<file path="config.mk">
export PLATFORM = sky130hd
export DESIGN_NAME = mem_stage_ctrl_flat
export DESIGN_NICKNAME = d
export VERILOG_FILES = /design/src/rtl/mem_stage_ctrl_if.sv /design/src/rtl/mem_stage_ctrl.sv /design/src/flat_wrapper.sv
export SDC_FILE = /design/constraint.sdc
export NUM_CORES = 1
export LEC_CHECK = 0
export BUFFER_PORTS_ARGS = -buffer_cell sky130_fd_sc_hd__buf_2
export CAP_MARGIN = 20
export CORE_MARGIN = 1
export CORE_UTILIZATION = 45
export CTS_CLUSTER_DIAMETER = 80
export DETAILED_ROUTE_END_ITERATION = 7
export PLACE_DENSITY = 0.75
export SKIP_CTS_REPAIR_TIMING = 1
export SLEW_MARGIN = 10
export SYNTH_ARGS = -nofsm -noshare
export SYNTH_HDL_FRONTEND = slang
export SYNTH_SLANG_ARGS = --single-unit
</file>
<file path="constraint.sdc">
create_clock -name clock -period 2.6 [get_ports clock]
set_input_delay 0.52 -clock clock [delete_from_list [all_inputs] [get_ports clock]]
set_output_delay 0.52 -clock clock [all_outputs]
set_load 0.03 [all_outputs]
</file>
<file path="src/rtl/mem_stage_ctrl_if.sv">
// -----------------------------------------------------------------------------
// mem_stage_ctrl_if
// Bundles the memory-stage signals: the X/M-latch side inputs, the data RAM
// req/ack bus and the P/W-register side outputs.
//   slave  : the controller (mem_stage_ctrl)
//   master : the surrounding pipeline / data RAM (or a testbench)
// Signals:
//   valid_in, instr_in[31:0], addr_in[31:0], data_in[31:0], e_in[2:0]  upstream
//   stall_out                                                          upstream hold
//   dmem_req, dmem_we, dmem_addr[ADDR_WIDTH-1:0], dmem_wdata[31:0]     to RAM
//   dmem_ack, dmem_rdata[31:0]                                         from RAM
//   valid_out, instr_out[31:0], p_out[31:0], r_out, e_out[2:0]         to P/W reg
// -----------------------------------------------------------------------------
interface mem_stage_ctrl_if #(
    parameter int ADDR_WIDTH = 12
);
    logic                  valid_in;
    logic [31:0]           instr_in;
    logic [31:0]           addr_in;
    logic [31:0]           data_in;
    logic [2:0]            e_in;
    logic                  stall_out;
    logic                  dmem_req;
    logic                  dmem_we;
    logic [ADDR_WIDTH-1:0] dmem_addr;
    logic [31:0]           dmem_wdata;
    logic                  dmem_ack;
    logic [31:0]           dmem_rdata;
    logic                  valid_out;
    logic [31:0]           instr_out;
    logic [31:0]           p_out;
    logic                  r_out;
    logic [2:0]            e_out;

    modport slave (
        input  valid_in, instr_in, addr_in, data_in, e_in, dmem_ack, dmem_rdata,
        output stall_out, dmem_req, dmem_we, dmem_addr, dmem_wdata,
               valid_out, instr_out, p_out, r_out, e_out
    );

    modport master (
        output valid_in, instr_in, addr_in, data_in, e_in, dmem_ack, dmem_rdata,
        input  stall_out, dmem_req, dmem_we, dmem_addr, dmem_wdata,
               valid_out, instr_out, p_out, r_out, e_out
    );
endinterface

</file>
<file path="src/rtl/mem_stage_ctrl.sv">
// -----------------------------------------------------------------------------
// mem_stage_ctrl
// Memory-stage controller between the X/M latch and the P/W register.
// Non-memory ops (and ops already carrying an exception) pass through in one
// cycle. LW/SW run a req/ack handshake with a variable-latency data RAM and
// stall upstream until the access completes or times out (e_out = 7).
// Ports:
//   clock  : rising-edge system clock
//   reset  : synchronous, active-high
//   bus    : mem_stage_ctrl_if.slave (see interface header for signal list)
// Parameters:
//   ADDR_WIDTH  : word-address bits driven to RAM
//   MEM_TIMEOUT : max cycles spent in WAIT before abort (2..255)
// Build option:
//   MEM_BOUNDS_CHECK_EN : when defined, LW/SW with nonzero address bits above
//   ADDR_WIDTH are not issued and complete in one cycle with e_out = 6.
// -----------------------------------------------------------------------------
module mem_stage_ctrl #(
    parameter int ADDR_WIDTH  = 12,
    parameter int MEM_TIMEOUT = 16
) (
    input  logic                clock,
    input  logic                reset,
    mem_stage_ctrl_if.slave     bus
);
    typedef enum logic [1:0] {IDLE, REQ, WAIT} state_t;

    localparam logic [4:0] OP_LW = 5'b01000;
    localparam logic [4:0] OP_SW = 5'b00111;
    localparam logic [7:0] CNT_LAST = 8'(MEM_TIMEOUT - 1);

    state_t                state_q, state_d;
    logic [7:0]            cnt_q, cnt_d;
    logic                  req_q, req_d;
    logic                  we_q, we_d;
    logic [ADDR_WIDTH-1:0] addr_q, addr_d;
    logic [31:0]           wdata_q, wdata_d;
    logic                  valid_q, valid_d;
    logic [31:0]           instr_q, instr_d;
    logic [31:0]           p_q, p_d;
    logic                  r_q, r_d;
    logic [2:0]            e_q, e_d;

    logic [4:0] opcode;
    logic       is_mem;
    logic       is_sw;
    logic       no_exc;
    logic       bounds_err;
    logic       issue;

    assign opcode = bus.instr_in[31:27];
    assign is_sw  = (opcode == OP_SW);
    assign is_mem = (opcode == OP_LW) || is_sw;
    assign no_exc = (bus.e_in == 3'd0);

`ifdef MEM_BOUNDS_CHECK_EN
    assign bounds_err = is_mem && no_exc && (bus.addr_in[31:ADDR_WIDTH] != '0);
`else
    // Upper address bits are deliberately dropped; the access wraps into RAM.
    logic unused_addr_hi;
    assign unused_addr_hi = |bus.addr_in[31:ADDR_WIDTH];
    assign bounds_err     = 1'b0;
`endif

    assign issue = bus.valid_in && is_mem && no_exc && !bounds_err;

    // Combinational so upstream holds in the very cycle a memory op is seen.
    assign bus.stall_out = (state_q != IDLE) || ((state_q == IDLE) && issue);

    always_comb begin
        state_d = state_q;
        cnt_d   = cnt_q;
        req_d   = req_q;
        we_d    = we_q;
        addr_d  = addr_q;
        wdata_d = wdata_q;
        valid_d = 1'b0;
        instr_d = instr_q;
        p_d     = p_q;
        r_d     = r_q;
        e_d     = e_q;
        case (state_q)
            IDLE: begin
                if (issue) begin
                    state_d = REQ;
                    req_d   = 1'b1;
                    we_d    = is_sw;
                    addr_d  = bus.addr_in[ADDR_WIDTH-1:0];
                    wdata_d = bus.data_in;
                end else if (bus.valid_in && bounds_err) begin
                    valid_d = 1'b1;
                    instr_d = bus.instr_in;
                    p_d     = bus.addr_in;
                    e_d     = 3'd6;
                    r_d     = 1'b1;
                end else if (bus.valid_in) begin
                    valid_d = 1'b1;
                    instr_d = bus.instr_in;
                    p_d     = bus.addr_in;
                    e_d     = bus.e_in;
                    r_d     = |bus.e_in;
                end
            end
            REQ, WAIT: begin
                if (bus.dmem_ack) begin
                    // Inputs are still held by the stall, so instr/addr are current.
                    state_d = IDLE;
                    req_d   = 1'b0;
                    valid_d = 1'b1;
                    instr_d = bus.instr_in;
                    p_d     = we_q ? bus.addr_in : bus.dmem_rdata;
                    e_d     = 3'd0;
                    r_d     = 1'b0;
                end else if (state_q == REQ) begin
                    state_d = WAIT;
                    cnt_d   = 8'd0;
                end else if (cnt_q == CNT_LAST) begin
                    state_d = IDLE;
                    req_d   = 1'b0;
                    valid_d = 1'b1;
                    instr_d = bus.instr_in;
                    p_d     = 32'd0;
                    e_d     = 3'd7;
                    r_d     = 1'b1;
                end else begin
                    cnt_d = cnt_q + 8'd1;
                end
            end
            default: state_d = IDLE;
        endcase
    end

    always_ff @(posedge clock) begin
        if (reset) begin
            state_q <= IDLE;
            cnt_q   <= 8'd0;
            req_q   <= 1'b0;
            we_q    <= 1'b0;
            addr_q  <= '0;
            wdata_q <= 32'd0;
            valid_q <= 1'b0;
            instr_q <= 32'd0;
            p_q     <= 32'd0;
            r_q     <= 1'b0;
            e_q     <= 3'd0;
        end else begin
            state_q <= state_d;
            cnt_q   <= cnt_d;
            req_q   <= req_d;
            we_q    <= we_d;
            addr_q  <= addr_d;
            wdata_q <= wdata_d;
            valid_q <= valid_d;
            instr_q <= instr_d;
            p_q     <= p_d;
            r_q     <= r_d;
            e_q     <= e_d;
        end
    end

    assign bus.dmem_req   = req_q;
    assign bus.dmem_we    = we_q;
    assign bus.dmem_addr  = addr_q;
    assign bus.dmem_wdata = wdata_q;
    assign bus.valid_out  = valid_q;
    assign bus.instr_out  = instr_q;
    assign bus.p_out      = p_q;
    assign bus.r_out      = r_q;
    assign bus.e_out      = e_q;
endmodule

</file>
<file path="src/flat_wrapper.sv">
// flat-port wrapper written by rule: the top's interface ports become plain ports
module mem_stage_ctrl_flat 
#(
    parameter int ADDR_WIDTH  = 12,
    parameter int MEM_TIMEOUT = 16
)
  (clock, reset, bus_valid_in, bus_instr_in, bus_addr_in, bus_data_in, bus_e_in, bus_dmem_ack, bus_dmem_rdata, bus_stall_out, bus_dmem_req, bus_dmem_we, bus_dmem_addr, bus_dmem_wdata, bus_valid_out, bus_instr_out, bus_p_out, bus_r_out, bus_e_out);
  mem_stage_ctrl_if #(.ADDR_WIDTH(ADDR_WIDTH)) bus_i ();
  input  logic clock;
  input  logic reset;
  input wire logic [$bits(bus_i.valid_in)-1:0] bus_valid_in;
  input wire logic [$bits(bus_i.instr_in)-1:0] bus_instr_in;
  input wire logic [$bits(bus_i.addr_in)-1:0] bus_addr_in;
  input wire logic [$bits(bus_i.data_in)-1:0] bus_data_in;
  input wire logic [$bits(bus_i.e_in)-1:0] bus_e_in;
  input wire logic [$bits(bus_i.dmem_ack)-1:0] bus_dmem_ack;
  input wire logic [$bits(bus_i.dmem_rdata)-1:0] bus_dmem_rdata;
  output wire logic [$bits(bus_i.stall_out)-1:0] bus_stall_out;
  output wire logic [$bits(bus_i.dmem_req)-1:0] bus_dmem_req;
  output wire logic [$bits(bus_i.dmem_we)-1:0] bus_dmem_we;
  output wire logic [$bits(bus_i.dmem_addr)-1:0] bus_dmem_addr;
  output wire logic [$bits(bus_i.dmem_wdata)-1:0] bus_dmem_wdata;
  output wire logic [$bits(bus_i.valid_out)-1:0] bus_valid_out;
  output wire logic [$bits(bus_i.instr_out)-1:0] bus_instr_out;
  output wire logic [$bits(bus_i.p_out)-1:0] bus_p_out;
  output wire logic [$bits(bus_i.r_out)-1:0] bus_r_out;
  output wire logic [$bits(bus_i.e_out)-1:0] bus_e_out;
  assign bus_i.valid_in = bus_valid_in;
  assign bus_i.instr_in = bus_instr_in;
  assign bus_i.addr_in = bus_addr_in;
  assign bus_i.data_in = bus_data_in;
  assign bus_i.e_in = bus_e_in;
  assign bus_i.dmem_ack = bus_dmem_ack;
  assign bus_i.dmem_rdata = bus_dmem_rdata;
  assign bus_stall_out = bus_i.stall_out;
  assign bus_dmem_req = bus_i.dmem_req;
  assign bus_dmem_we = bus_i.dmem_we;
  assign bus_dmem_addr = bus_i.dmem_addr;
  assign bus_dmem_wdata = bus_i.dmem_wdata;
  assign bus_valid_out = bus_i.valid_out;
  assign bus_instr_out = bus_i.instr_out;
  assign bus_p_out = bus_i.p_out;
  assign bus_r_out = bus_i.r_out;
  assign bus_e_out = bus_i.e_out;
  mem_stage_ctrl #(.ADDR_WIDTH(ADDR_WIDTH), .MEM_TIMEOUT(MEM_TIMEOUT)) u_core (.clock(clock), .reset(reset), .bus(bus_i));
endmodule
</file>
# Yosys cells after proc, flatten, opt, wreduce, memory -nomap -nowiden
# Index checks and enable logic that the tools add are counted.
[op_classes] addsub=1 n_eq_ne=12 muxes=43 bitwise=1 n_reduce_logical=16
[op_table] op="$mux 32" n=11
[op_table] op="$pmux 32 s2" n=2
[op_table] op="$mux 8" n=2
[op_table] op="$mux 3" n=5
[op_table] op="$mux 1" n=14
[op_table] op="$add 8x1->8 const B" n=1
[op_table] op="$eq 8x4->1 const B" n=1
[op_table] op="$mux 2" n=4
[op_table] op="$pmux 1 s2" n=3
[op_table] op="$pmux 3 s2" n=1
[op_table] op="$eq 5x3->1 const B" n=1
[op_table] op="$eq 5x4->1 const B" n=1
[op_table] op="$reduce_and 5->1" n=1
[op_table] op="$ne 2x1->1 const B" n=2
[op_table] op="$ne 2x2->1 const B" n=2
[op_table] op="$ne 4x2->1 const B" n=1
[op_table] op="$pmux 2 s2" n=1
[op_table] op="$reduce_and 2->1" n=2
[op_table] op="$reduce_and 4->1" n=1
[op_table] op="$reduce_bool 2->1" n=2
[op_table] op="$logic_and 1x1->1" n=3
[op_table] op="$logic_not 3->1" n=1
[op_table] op="$ne 3x2->1 const B" n=1
[op_table] op="$ne 3x3->1 const B" n=1
[op_table] op="8 further kinds" n=9
[totals] ff_bits=125 output_inout_bits=116 wordCells=84

# Longest topological paths before layout
# Gate-level depths: netlist (run 1).
[logic_depth] depth_word=6 depth_mapped=9

# Least setup slack after synthesis (run 1)
# OpenSTA, ideal clock, no wires.
[synth_path] path_type="input to register" start="input port bus_instr_in[27]" end="register u_core.p_q[0], in the netlist u_core.bus.p_out[0]" setup_time_ns=0.121 arrival_time_ns=2.075 t_required_ns=2.479 path_slack_ns=0.404 stages=6 n_path_buf=2 cell_sequence="and4b_1 clkbuf_1 o2111ai_1 nand3_4 buf_6 mux2_4"
[synth_between] elab_chain_len=6
[synth_lines] element="start: declaration" line_no="flat_wrapper.sv:12" rtl="input wire logic [$bits(bus_i.instr_in)-1:0] bus_instr_in;"
[synth_lines] element="$eq 5x4->1 / $eq 5x3->1 (equally long branches)" line_no="mem_stage_ctrl.sv:53, mem_stage_ctrl.sv:52"
[synth_lines] element="$logic_or 1x1->1 (*)" line_no="mem_stage_ctrl.sv:53" rtl="assign is_mem = (opcode == OP_LW) || is_sw;"
[synth_lines] element="$logic_and 1x1->1 (*) (2 in series)" line_no="mem_stage_ctrl.sv:65" rtl="assign issue = bus.valid_in && is_mem && no_exc && !bounds_err;"
[synth_lines] element="$ne 2x2->1 (no source line) (*)"
[synth_lines] element="$reduce_and 5->1 (no source line) (*)"
[synth_lines] element="end signal: assignment" line_no="mem_stage_ctrl.sv:155" rtl="p_q <= p_d;"
[synth_lines] element="end: declaration" line_no="mem_stage_ctrl.sv:40" rtl="logic [31:0] p_q, p_d;"
# Mark *: on every way between the ends. The rest lies on a longest branch, timed or not.
# A chain may end at the register's enable or synchronous reset.

# Worst setup path in the final report (run 1)
[layout_path] start="register u_core.state_q[0]" end="output port bus_stall_out"
[layout_between] elab_chain_len=3
[layout_lines] element="start: declaration" line_no="mem_stage_ctrl.sv:32" rtl="state_t state_q, state_d;"
[layout_lines] element="start signal: assignment" line_no="mem_stage_ctrl.sv:147" rtl="state_q <= state_d;"
[layout_lines] element="$logic_not 2->1" line_no="mem_stage_ctrl.sv:68" rtl="assign bus.stall_out = (state_q != IDLE) || ((state_q == IDLE) && issue);"
[layout_lines] element="$logic_and 1x1->1" line_no="mem_stage_ctrl.sv:68"
[layout_lines] element="$logic_or 1x1->1 (*)" line_no="mem_stage_ctrl.sv:68"
[layout_lines] element="end: declaration" line_no="flat_wrapper.sv:18" rtl="output wire logic [$bits(bus_i.stall_out)-1:0] bus_stall_out;"
# Marks and branches as above.

==> results.txt, run 1 <==
Most common cell in the netlist -> nand2_1
CP Max Fanout -> 6
Clock latency on the worst-skew pair -> 0.41 ns
Post-synthesis mux area share -> 8.627%
Die Ht -> 113.7 µm
Largest family of logic cells by synthesized area -> simple AND/OR/NAND/NOR gates
Final core occ -> 63.84%
Post-Synth XOR/XNOR Area -> 0.7802%
Area contributors post-synth -> dfxtp_1 (45%), nand2_1 (10%), a21oi_1 (10%)
Diodes inserted -> 0
Worst Hold Class -> primary input to flop
Status -> finished, final reports clean
CP required -> 2.08 ns
Num CTS Buffers -> 17
FP Rows -> 40
Initial core utilization -> 46.54%
Distinct cells, synth -> 42
Setup violators final -> 0
Residual DRC -> 0
Primary FF master, synth -> dfxtp_1
Pwr Density -> 640.0 nW/µm²
Clk sinks -> 125
Setup TNS -> 0 ns
Vias per std cell -> 5.206
Most frequent cells after synthesis -> nand2_1 (155), dfxtp_1 (125), a21oi_1 (112), clkbuf_1 (56), nor2b_1 (35)
CP Capture Type -> output pin
Clk Tree Root Cell -> clkbuf_16
Die Span X -> 113.7 µm
Grt ovf -> 0
Post-synthesis cell area -> 5613 µm²
Compound-Gate Fraction of Synth Area -> 18.39%
Layout Nets -> 1042
Largest net degree at the start of global routing -> 56
Mapped Cells -> 667
Yosys reg bits -> 125
Synth Area in Adders -> 0.8917%
Yosys top cell by area -> dfxtp_1
Gr usage total -> 25.59%
Deepest clock path buffer count -> 2
Max VDD drop -> 0.4950 mV
Number of max-slew violations in the final report -> 0
Ratio of cells with drive above 1 in the final layout -> 37.23%
Final Skew -> 0.008603 ns
Total Power -> 4.928 mW
GPL Wtd Cong -> 0.8629
Post-route antenna net violation count -> 0
Buf/Inv on CP -> 4
Die Area -> 12920 µm²
Final period util -> 88.21%
Synth top area share -> 44.58%
Synth warnings -> 0
Most frequent CP cell -> inv_1
Router iterations before antenna repair -> 4
Fraction of registers with async set/reset -> 0%
Slowest stage delay, CP -> 0.36 ns
Post-route minimum period -> 2.293 ns
Vias -> 5643
Initial antenna violation count -> 0
Fmax achieved -> 436.0 MHz
Leak -> 3.612 nW
CP Cell Sequence -> inv_1 -> ha_1 -> buf_4 -> and2_1 -> inv_1 -> buf_2
First-pass GRT wire length -> 25.90 mm
Num ports -> 251
Htree depth -> 4
Number of synthesized flops with an enable pin -> 0
Worst path slowest cell -> dfxtp_1
Routed wire length per instance -> 15.34 µm
Post-Syn Nets -> 806
I/O Buffers -> 250
Worst Tran Pin Value -> 0.5881 ns
Headroom to the max-slew limit -> 60.80%
Clock slew at reported path FFs -> 0.06 ns
Hpwl dp -> 11.64 mm
Worst Setup Start Kind -> flop
RSZ-0062 raised after global routing -> false
P&R area growth vs syn -> 37.18%
Vias in the first global route -> 5131
Worst EP arrival -> 1.77 ns
Post-Synth Simple-Gate Area -> 21.91%
Max_cap viols -> 0
Post-synthesis sequential area ratio -> 44.58%
1st-iter DRT viols -> 394
CTS tree -> built
Routed Wire Length -> 16.63 mm
Core Box Area -> 12060 µm²
Worst Path Class, Setup -> flop to output pin
Syn Area/Cell -> 8.415 µm²
Hold Fails Final Rpt -> 0
Worst path top cell family by delay -> buffers and inverters
power breakdown:
| part | internal [mW] | switching (mW) | leakage, nW |
|---|---|---|---|
| combinational | 0.240 | 0.350 | 2.31 |
| clock | 1.48 | 0.840 | 0.285 |
| sequential | 1.99 | 0.0331 | 1.02 |
| total | 3.70 | 1.22 | 3.61 |
layout make-up:
cell class,count,area (µm²)
clock buffer,21,470.5
clock inverter,11,116.4
fill,1049,4362
inverter,6,22.52
multi-input combinational,476,2872
sequential,125,2502
tap,168,210.2
timing repair buffer,277,1506
per-stage QoR:
stage	hold WS [ns]	cell area, µm²	setup WS [ns]	std cells
final	0.3400	7700	0.3066	1084
after global routing	0.3252	7700	0.2050	1084
after CTS	0.3211	7700	0.2997	1084
after detailed placement	0.4430	7113	0.3153	1052
after global placement	0.4393	7113	0.3563	1052
after floorplan	0.4444	5613	0.4041	667
worst paths after layout:
kind | start | to | slack (ns) | cells after the start
worst max-delay path | u_core.state_q[0] | bus_stall_out | 0.31 | 6
worst min-delay path | bus_data_in[9] | u_core.bus.dmem_wdata[9] | 0.34 | 3
worst max register to register | u_core.cnt_q[4] | u_core.bus.p_out[27] | 0.33 | 5
worst min register to register | u_core.bus.dmem_wdata[30] | u_core.bus.dmem_wdata[30] | 0.45 | 2
cell families (layout without fill, tap and decap cells):
logic type / Yosys count / in the layout
flops: 125 / 125
simple gates: 258 / 258
mux: 37 / 37
compound gates: 172 / 172
xor+xnor: 5 / 5
buf+inv: 66 / 315
fa+ha+maj: 4 / 4
state kept, by name (all words and copies together) (netlist names), 2 cells and up:
signal                 flops
u_core.bus.dmem_wdata     32
u_core.state_q             2
u_core.bus.instr_out      32
u_core.bus.dmem_addr      12
u_core.bus.e_out           3
u_core.cnt_q               8
u_core.bus.p_out          32
cells in the final DEF (no fill, tap or decap), drive strengths merged, types with 2 or more instances in the layout:
cell	netlist	layout
nand2b	8	8
a211oi	4	4
dfxtp	125	125
a31oi	3	3
inv	6	6
nor2	7	7
or3	3	3
clkinv	0	6
o2111a	2	2
a311oi	3	3
clkbuf	56	21
clkinvlp	0	3
nor2b	35	35
nand4	34	34
o21ai	4	4
nor4	2	2
nand3	4	4
a21oi	112	112
o2111ai	3	3
nor3	3	3
o31ai	35	35
and3	2	2
xor2	4	4
nand2	155	155
and4b	2	2
bufinv	0	2
ha	4	4
mux2i	3	3
buf	4	277
mux2	34	34
tightest hold or removal path: cells and delay by family:
kind | cells | cell delay (ns)
buf+inv | 1 | 0.10
simple gates | 1 | 0.05
compound gates | 1 | 0.05
routing by layer:
metal	part of all wire, %	vias up	track usage, %
met5	0	-	0
met4	1.6	0	9.474
met3	7.6	23	7.545
met2	47	220	41.59
met1	44	2580	32.12
li1	-	2820	-
Note: power is estimated with default switching activity, not from simulation.
==> run 2: changes to the inputs <==
Settings changed: CORE_ASPECT_RATIO set to 1.1.
==> results.txt, run 2 (same netlist as run 1, synthesis figures left out) <==
Status -> finished, final reports clean (unchanged)
Sequential power share -> 44.1% (was 41.0%)
Max VDD drop -> 0.5142 mV (was 0.4950 mV)
Die Ht -> 119.1 µm (was 113.7 µm)
First-pass GRT wire length -> 25.21 mm (was 25.90 mm)
Final Skew -> 0.006819 ns (was 0.008603 ns)
FF/Latch Area -> 2502 µm² (unchanged)
Diodes inserted -> 0 (unchanged)
Sw Ratio -> 24.78% (was 24.83%)
Initial core utilization -> 46.44% (was 46.54%)
CP required -> 2.89 ns (was 2.08 ns)
Post-route antenna net violation count -> 0 (unchanged)
CP Capture Type -> flop (was output pin)
P&R area growth vs syn -> 34.82% (was 37.18%)
CP Cell Sequence -> or4_1 -> o31ai_4 -> nand3_4 -> buf_4 -> mux2_1 (was inv_1 -> ha_1 -> buf_4 -> and2_1 -> inv_1 -> buf_2)
Vias -> 5704 (was 5643)
Max_cap viols -> 0 (unchanged)
Reg-to-reg endpoint -> u_core.bus.p_out[25] (was u_core.bus.p_out[27])
Largest net degree at the start of global routing -> 53 (was 56)
Die Area -> 12920 µm² (about the same)
Fmax achieved -> 438.5 MHz (was 436.0 MHz)
Hold_sp -> bus_data_in[22] (was bus_data_in[9])
Switching power -> 1.138 mW (was 1.223 mW)
Setup violators final -> 0 (unchanged)
Routed wire length per instance -> 15.41 µm (was 15.34 µm)
Core Box Area -> 12090 µm² (was 12060 µm²)
Num CTS Buffers -> 17 (unchanged)
Pwr Density -> 606.8 nW/µm² (was 640.0 nW/µm²)
Final period util -> 87.71% (was 88.21%)
Post-Layout Cell Count -> 1064 (was 1084)
Worst Path Class, Setup -> flop to flop (was flop to output pin)
Setup TNS -> 0 ns (unchanged)
RSZ-0062 raised after global routing -> false (unchanged)
Num ports -> 251 (unchanged)
Clk Tree Root Cell -> clkbuf_16 (unchanged)
CTS tree -> built (unchanged)
1st-iter DRT viols -> 312 (was 394)
Worst Hold Class -> primary input to flop (unchanged)
Slowest stage delay, CP -> 0.66 ns (was 0.36 ns)
Post-route minimum period -> 2.280 ns (was 2.293 ns)
Initial antenna violation count -> 0 (unchanged)
CP Max Fanout -> 15 (was 6)
Worst Setup Start Kind -> flop (unchanged)
Worst path slowest cell -> or4_1 (was dfxtp_1)
Dpl cells -> 1038 (was 1052)
Reg2Reg Depth -> 5 (unchanged)
Multi-input gate area -> 2872 µm² (unchanged)
Htree depth -> 4 (unchanged)
CP startpoint -> u_core.cnt_q[4] (was u_core.state_q[0])
Leak -> 3.574 nW (was 3.612 nW)
Crit path to -> u_core.bus.p_out[25] (was bus_stall_out)
Vias in the first global route -> 5102 (was 5131)
Die Span X -> 108.5 µm (was 113.7 µm)
Routed Wire Length -> 16.40 mm (was 16.63 mm)
Deepest clock path buffer count -> 2 (unchanged)
Filler Cell Count -> 1108 (was 1049)
Router iterations before antenna repair -> 5 (was 4)
Clk network pwr share -> 43.1% (was 47.0%)
Clk sinks -> 125 (unchanged)
Commonest non-fill, non-tap cells in the layout -> buf_2 (249), nand2_1 (155), dfxtp_1 (125) (unchanged)
Clock slew at reported path FFs -> 0.05 ns (was 0.06 ns)
Combinational share of power -> 12.8% (was 12.0%)
Hold Fails Final Rpt -> 0 (unchanged)
RR Startpoint -> u_core.cnt_q[4] (unchanged)
Number of max-slew violations in the final report -> 0 (unchanged)
Worst Tran Pin Value -> 0.5492 ns (was 0.5881 ns)
Worst EP arrival -> 2.57 ns (was 1.77 ns)
Headroom to the max-slew limit -> 63.39% (was 60.80%)
I/O Buffers -> 250 (unchanged)
Grt ovf -> 0 (unchanged)
Ratio of cells with drive above 1 in the final layout -> 36.59% (was 37.23%)
Commonest non-fill, non-tap cell in the layout -> buf_2 (unchanged)
Internal reg-to-reg setup slack -> 0.32 ns (was 0.33 ns)
GPL Wtd Cong -> 0.8504 (was 0.8629)
Residual DRC -> 0 (unchanged)
Internal -> 3.454 mW (was 3.704 mW)
Gr usage total -> 25.06% (was 25.59%)
Layout Nets -> 1042 (unchanged)
Vias per std cell -> 5.361 (was 5.206)
Clock latency on the worst-skew pair -> 0.41 ns (about the same)
Hpwl dp -> 11.49 mm (was 11.64 mm)
FP Rows -> 42 (was 40)
run 2: changes by cell type in the layout (fill, tap and decap cells not counted):
cell        before  now
buf_12           4    3
bufinv_16        2    0
clkinvlp_4       3    0
buf_4           24   25
clkbuf_8         3    2
clkinv_2         5    4
clkbuf_1         1    3
clkinv_4         1    0
run 2: power by group through the flow:
stage          registers [mW]  clock network [mW]  logic (mW)
2_1_floorplan            2.20                   0       0.211
3_3_place_gp             2.06                   0       0.584
3_5_place_dp             2.06                   0       0.588
4_1_cts                  2.02                2.03       0.591
5_1_grt                  2.03                2.11       0.632
6_report                 2.02                1.98       0.590
run 2: cell type report:
class	count	area share, %
clock inverters	4	0.2646
clock buffers	22	6.134
repair buffers	277	19.74
inverters	6	0.2976
well taps	154	2.546
flip-flops and latches	125	33.07
multi-input cells	476	37.95
run 2: per-layer routing:
layer,up-vias,GRT usage (%),routed length [µm]
met5,-,0,0
met4,0,8.868,242
met3,22,6.787,1243
met2,229,41.26,7904
met1,2653,31.09,7007
li1,2800,-,-
run 2: worst min path at each step:
| stage | cells after the start | to |
|---|---|---|
| 2_1_floorplan | 2 | u_core.cnt_q[1] |
| 3_3_place_gp | 2 | u_core.bus.dmem_addr[10] |
| 3_5_place_dp | 2 | u_core.bus.dmem_wdata[17] |
| 4_1_cts | 3 | u_core.bus.dmem_wdata[22] |
| 5_1_grt | 3 | u_core.bus.dmem_wdata[14] |
| 6_report | 3 | u_core.bus.dmem_wdata[22] |
run 2: metrics by stage:
stage          worst slack [ns]  cell area [µm²]  utilization, %  hold slack, ns  power, mW
6_report                 0.3196             7567           62.61          0.3447      4.592
5_1_grt                  0.2125             7567           62.61          0.3373      4.771
4_1_cts                  0.3070             7567           62.61          0.3238      4.639
3_5_place_dp             0.3179             7083           58.60          0.4440      2.648
3_3_place_gp             0.3497             7083           58.60          0.4387      2.643
2_1_floorplan            0.4041             5613               -          0.4444      2.408
run 2: worst max-delay path, delay by kind of cell (launching register included):
family,cells,cell delay [ns]
and+or+nand+nor,2,0.96
AOI/OAI and AO/OA,1,0.27
muxes,1,0.31
DFF,1,0.34
buffers and inverters,1,0.27
